File: src/rtl/fetch_unit_pkg.sv
// Shared definitions for the instruction-fetch stage: field slices, HALT opcode, FSM states.
package fetch_unit_pkg;
    localparam int OPC_MSB = 15;
    localparam int OPC_LSB = 13;
    localparam int OP_MSB  = 12;
    localparam int OP_LSB  = 11;

    localparam logic [2:0] OPC_HALT = 3'b111;

    localparam int PC_W_DEF = 9;
    typedef logic [PC_W_DEF-1:0] pc_t;

    typedef logic [1:0] fetch_state_t;
    localparam fetch_state_t ST_BOOT = 2'd0;
    localparam fetch_state_t ST_RUN  = 2'd1;
    localparam fetch_state_t ST_HALT = 2'd2;
endpackage

File: src/rtl/fetch_replay_buf.sv
// One-entry holding register for a fetched word and its address.
// Latency: captured word visible the cycle after capture.
// Backpressure: capture is ignored while full; flush beats capture and consume.
module fetch_replay_buf #(
    parameter int DW = 16,
    parameter int AW = 9
) (
    input  logic          clk,
    input  logic          reset,
    input  logic          capture,
    input  logic          consume,
    input  logic          flush,
    input  logic [DW-1:0] cap_instr,
    input  logic [AW-1:0] cap_addr,
    output logic          buf_valid,
    output logic [DW-1:0] buf_instr,
    output logic [AW-1:0] buf_addr
);
    always_ff @(posedge clk) begin
        if (reset) begin
            buf_valid <= 1'b0;
            buf_instr <= '0;
            buf_addr  <= '0;
        end else if (flush) begin
            buf_valid <= 1'b0;
        end else if (capture && !buf_valid) begin
            buf_valid <= 1'b1;
            buf_instr <= cap_instr;
            buf_addr  <= cap_addr;
        end else if (consume) begin
            buf_valid <= 1'b0;
        end
    end
endmodule

File: src/rtl/fetch_unit.sv
// Instruction fetch + IF/ID register; optional counters under FETCH_PERF_EN.
// Latency: 1-cycle synchronous memory read plus the IF/ID register; redirect target lands two edges later.
// Backpressure: stall / !pc_load hold PC and IF/ID; the in-flight word is parked in a replay buffer.
module fetch_unit
    import fetch_unit_pkg::*;
#(
    parameter int              PC_W     = 9,
    parameter int              INSTR_W  = 16,
    parameter logic [PC_W-1:0] RESET_PC = '0
) (
    input  logic               clk,
    input  logic               reset,
    output logic [PC_W-1:0]    imem_addr,
    output logic               imem_rd,
    input  logic [INSTR_W-1:0] imem_rdata,
    input  logic               stall,
    input  logic               pc_load,
    input  logic               redirect,
    input  logic [PC_W-1:0]    redirect_pc,
    output logic [INSTR_W-1:0] if_id_instr,
    output logic [2:0]         if_id_opcode,
    output logic [1:0]         if_id_op,
    output logic [PC_W-1:0]    if_id_pc,
    output logic [PC_W-1:0]    if_id_pc_next,
    output logic               if_id_valid,
`ifdef FETCH_PERF_EN
    output logic [31:0]        perf_fetched,
    output logic [31:0]        perf_stall,
`endif
    output logic               halted
);
    fetch_state_t        state;
    logic [PC_W-1:0]     pc;
    logic [PC_W-1:0]     rd_addr_q;
    logic                rd_q;
    logic                buf_valid;
    logic [INSTR_W-1:0]  buf_instr;
    logic [PC_W-1:0]     buf_addr;
    logic [INSTR_W-1:0]  word_in;
    logic [PC_W-1:0]     addr_in;
    logic                have_word;
    logic                halt_in_ifid;
    logic                incoming_halt;
    logic                hold;
    logic                rd_en;
    logic                advance;
    logic                load;
    logic                capture;
    logic                flush;

    assign hold          = stall || !pc_load;
    assign imem_addr     = redirect ? redirect_pc : pc;
    assign word_in       = buf_valid ? buf_instr : imem_rdata;
    assign addr_in       = buf_valid ? buf_addr : rd_addr_q;
    assign have_word     = buf_valid || rd_q;
    assign halt_in_ifid  = if_id_valid && (if_id_instr[OPC_MSB:OPC_LSB] == OPC_HALT);
    assign incoming_halt = have_word && (word_in[OPC_MSB:OPC_LSB] == OPC_HALT);

    always_comb begin
        rd_en   = 1'b0;
        advance = 1'b0;
        load    = 1'b0;
        capture = 1'b0;
        flush   = 1'b0;
        case (state)
            ST_BOOT: rd_en = 1'b1;
            ST_RUN: begin
                if (redirect) begin
                    rd_en = 1'b1;
                    flush = 1'b1;
                end else if (halt_in_ifid) begin
                    rd_en = 1'b0;
                end else if (hold) begin
                    capture = rd_q;
                end else begin
                    // A HALT word on its way into IF/ID stops fetching at once.
                    advance = 1'b1;
                    load    = have_word;
                    rd_en   = !incoming_halt;
                end
            end
            default: rd_en = 1'b0;
        endcase
    end

    assign imem_rd = rd_en && !reset;

    fetch_replay_buf #(.DW(INSTR_W), .AW(PC_W)) u_replay (
        .clk       (clk),
        .reset     (reset),
        .capture   (capture),
        .consume   (load && buf_valid),
        .flush     (flush),
        .cap_instr (imem_rdata),
        .cap_addr  (rd_addr_q),
        .buf_valid (buf_valid),
        .buf_instr (buf_instr),
        .buf_addr  (buf_addr)
    );

    always_ff @(posedge clk) begin
        if (reset) begin
            state       <= ST_BOOT;
            pc          <= RESET_PC;
            rd_q        <= 1'b0;
            rd_addr_q   <= '0;
            if_id_instr <= '0;
            if_id_pc    <= '0;
            if_id_valid <= 1'b0;
        end else begin
            rd_q <= rd_en;
            if (rd_en) begin
                rd_addr_q <= imem_addr;
                pc        <= imem_addr + PC_W'(1);
            end
            case (state)
                ST_BOOT: state <= ST_RUN;
                ST_RUN:  if (!redirect && halt_in_ifid) state <= ST_HALT;
                default: state <= state;
            endcase
            if (state == ST_RUN && redirect) begin
                if_id_valid <= 1'b0;
            end else if (advance) begin
                if_id_valid <= load;
                if (load) begin
                    if_id_instr <= word_in;
                    if_id_pc    <= addr_in;
                end
            end
        end
    end

    assign if_id_opcode  = if_id_instr[OPC_MSB:OPC_LSB];
    assign if_id_op      = if_id_instr[OP_MSB:OP_LSB];
    assign if_id_pc_next = if_id_pc + PC_W'(1);
    assign halted        = (state == ST_HALT);

`ifdef FETCH_PERF_EN
    always_ff @(posedge clk) begin
        if (reset) begin
            perf_fetched <= '0;
            perf_stall   <= '0;
        end else begin
            if (load && perf_fetched != '1)
                perf_fetched <= perf_fetched + 32'd1;
            if (state == ST_RUN && hold && perf_stall != '1)
                perf_stall <= perf_stall + 32'd1;
        end
    end
`endif
endmodule

File: config.mk
export PLATFORM = sky130hd
export DESIGN_NAME = fetch_unit
export DESIGN_NICKNAME = d
export VERILOG_FILES = /design/src/rtl/fetch_unit_pkg.sv /design/src/rtl/fetch_replay_buf.sv /design/src/rtl/fetch_unit.sv
export SDC_FILE = /design/constraint.sdc
export NUM_CORES = 1
export LEC_CHECK = 0
export CORE_AREA = 4 4 129 94
export CTS_BUF_LIST = sky130_fd_sc_hd__clkbuf_16
export DETAILED_ROUTE_END_ITERATION = 12
export DIE_AREA = 0 0 133 98
export GPL_ROUTABILITY_DRIVEN = 0
export SLEW_MARGIN = 40
export SYNTH_ARGS = -nofsm -noshare
export SYNTH_HDL_FRONTEND = slang
export SYNTH_HIERARCHICAL = 1
export SYNTH_SLANG_ARGS = --single-unit
File: constraint.sdc
create_clock -name clk -period 2.1 [get_ports clk]
set_clock_uncertainty 0.1 [all_clocks]
set_input_delay 0.42 -clock clk [delete_from_list [all_inputs] [get_ports clk]]
set_output_delay 0.42 -clock clk [all_outputs]
set_load 0.02 [all_outputs]
==> results_dict.tcl <==
set metrics [dict create \
    min_period_ns 2.125 \
    status "finished, violations left" \
    synth_fp_nets 407 \
    slew_violations 0 \
    hp-class "in2reg" \
    ys_types 40 \
    maxCapViolCount 0 \
    power_density_nw_per_um2 708.9 \
    grtUsageTotal_pct 14.52 \
    setup.worst_path.class "in2out" \
    ys_seq_area_share_pct 39.33 \
    synth.area.top_cells "dfxtp_1 39%, mux2i_1 17%, nand2b_1 8.6%" \
    die-area_um2 13030 \
    path_clk_slew_ns 0.06 \
    cts_sinks 73 \
    yosysWarningCount 6 \
    synth_edf_count 0 \
    vias 2952 \
    core-area_um2 10850 \
    postPlaceCellArea_um2 4892 \
    clk_latency_ns 0.34 \
    yosys.area.top_type "dfxtp_1" \
    firstDrtPassIters 5 \
    netlist_instances 375 \
    p_total_w 0.003718 \
    routed_wl_mm 9.205 \
    drc 0 \
    cts-root-buf "clkbuf_16" \
    io_buffers 80 \
    place_hpwl_mm 6.325 \
    yosys_register_bits 73 \
    maxSlewHeadroom_pct 68.56 \
    die_h_um 98 \
    cp-start-kind "input port" \
    grt_pass1_vias 3051 \
    drive_gt1_share_pct 23.20 \
    rsz0062_at_grt "yes" \
    period_share_pct 101.2 \
    final_nets 514 \
    wl_per_cell_um 14.38 \
    utilization_pct 48.34 \
    initial_core_util_pct 34.25 \
    post_cts_buffers 0 \
    ys.flop_type "dfxtp_1" \
    nFillCells 1044 \
    synth_top_area_share_pct 39.33 \
    netlist_area_um2 3716 \
    fin_area_um2 5245 \
    syn_to_final_growth_pct 41.14 \
    tns_ns -0.02537 \
    critPathArrivalTime_ns 1.61 \
    setup_slack_ns -0.02537 \
    cts_tree "built" \
    cts_buffer_depth 2 \
    avgSynthCellArea_um2 9.910 \
    critPathRequiredTime_ns 1.58 \
    grt_max_degree 50 \
    die_w_um 133 \
    n_antenna_cell 0 \
    async_flop_share_pct 0 \
    numCtsBuffers 9 \
    io_pins 81 \
    rows 32 \
    cts_hold_buf 0 \
    synth_most_common_cell "dfxtp_1" \
    grt-ovfl-total 0 \
    antenna_left 0 \
    drt-initial-drc-count 143 \
    viasPerCell 4.613 \
    cp-end-kind "output pin" \
    violations "negative setup slack" \
    htree_levels 3 \
    hold_slack_ns 0.2929 \
    worstMarginPinSlew_ns 0.4716 \
    ys_top_cells_by_count "73 x dfxtp_1, 63 x mux2i_1, 51 x nand2b_1" \
    antenna_found_initial 0 \
    setup_viol_count_final 1 \
    crit_fanout 2 \
    max-vdd-ir-drop_mv 0.4597 \
    grt_pass1_wl_mm 15.08 \
    p_leak_nw 2.023 \
    max_freq_mhz 470.5 \
    hold_viol 0 \
]
[kinds of logic after synthesis]
| logic type | count (synthesis) | share of synthesized area (%) |
|---|---|---|
| multiplexers | 68 | 18.55 |
| buffers and inverters | 40 | 6.667 |
| flip-flops | 73 | 39.33 |
| adder cells (fa/ha/maj) | 2 | 0.6733 |
| AND/OR/NAND/NOR | 136 | 19.80 |
| AO/OA/AOI/OAI | 43 | 11.92 |
| XOR/XNOR | 13 | 3.064 |
[through the flow]
stage,worst slack [ns],instances
3_3_place_gp,-0.6327,622
4_1_cts,-0.1378,639
3_5_place_dp,-0.6088,623
6_report,-0.02537,640
5_1_grt,-0.08655,640
2_1_floorplan,0.04334,375
[what timing repair did]
action / CTS / global route
pin swaps: 1 / 2
endpoints found under the hold margin: 0 / 0
gates cloned: 0 / 1
gates resized for setup: 38 / 15
setup endpoints to repair: 45 / 42
[worst paths after layout]
check	startpoint	end	slack [ns]	cells past startpoint
min reg2reg	pc[8]	pc[8]	0.37	2
max	stall	imem_rd	-0.03	7
max reg2reg	if_id_instr[13]	u_replay/buf_instr[6]	0.10	7
min	imem_rdata[13]	u_replay/buf_instr[13]	0.29	3
[critical path, cell delays in order]
cell,delay (ns)
clkdlybuf4s50_1,0.39
nand2b_1,0.17
nor2_1,0.14
a31o_2,0.19
nand2_2,0.06
inv_1,0.07
buf_2,0.16
[metal layers]
metal  track usage [%]  vias to the layer above  part of all wire, %
li1                  -                     1492                    -
met3             4.583                        8                  4.8
met4             5.032                        0                  1.2
met1             18.86                     1391                   49
met2             22.85                       61                   45
met5                 0                        -                    0
[area by class of cell]
class                      count  area (um2)  area share (%)
multi-input combinational    262        2042           38.93
clock inverter                 7       110.1           2.099
inverter                       9       33.78          0.6441
tap                          153       191.4           3.650
clock buffer                   9       225.2           4.294
timing repair buffer         127        1179           22.47
sequential                    73        1464           27.91
[power breakdown]
| group | internal [W] | switching, W | total (W) | leakage [nW] |
|---|---|---|---|---|
| sequential | 0.00144 | 0.0000371 | 0.00147 | 0.595 |
| combinational | 0.000259 | 0.000250 | 0.000509 | 1.26 |
| clock | 0.00115 | 0.000586 | 0.00174 | 0.164 |
| total | 0.00284 | 0.000873 | 0.00372 | 2.02 |
[cell usage in the layout (no fill, tap or decap), types with 7 or more instances in the layout]
cell	count
nor2_1	48
nand2b_1	51
inv_1	10
a211oi_1	8
clkdlybuf4s50_1	57
xnor2_1	9
a211oi_2	22
mux2i_1	62
dfxtp_1	71
dlygate4sd2_1	12
nand3_1	8
nand2_1	7
clkbuf_16	10
buf_4	42
[registers in the layout, indices dropped and copies added (netlist names)]
| name | count |
|---|---|
| if_id_valid | 1 |
| u_replay/buf_addr | 9 |
| if_id_instr | 16 |
| rd_addr_q | 9 |
| rd_q | 1 |
| pc | 9 |
| u_replay/buf_instr | 16 |
| state | 2 |
| if_id_pc | 9 |
| u_replay/buf_valid | 1 |
(Power assumes the default switching activity.)
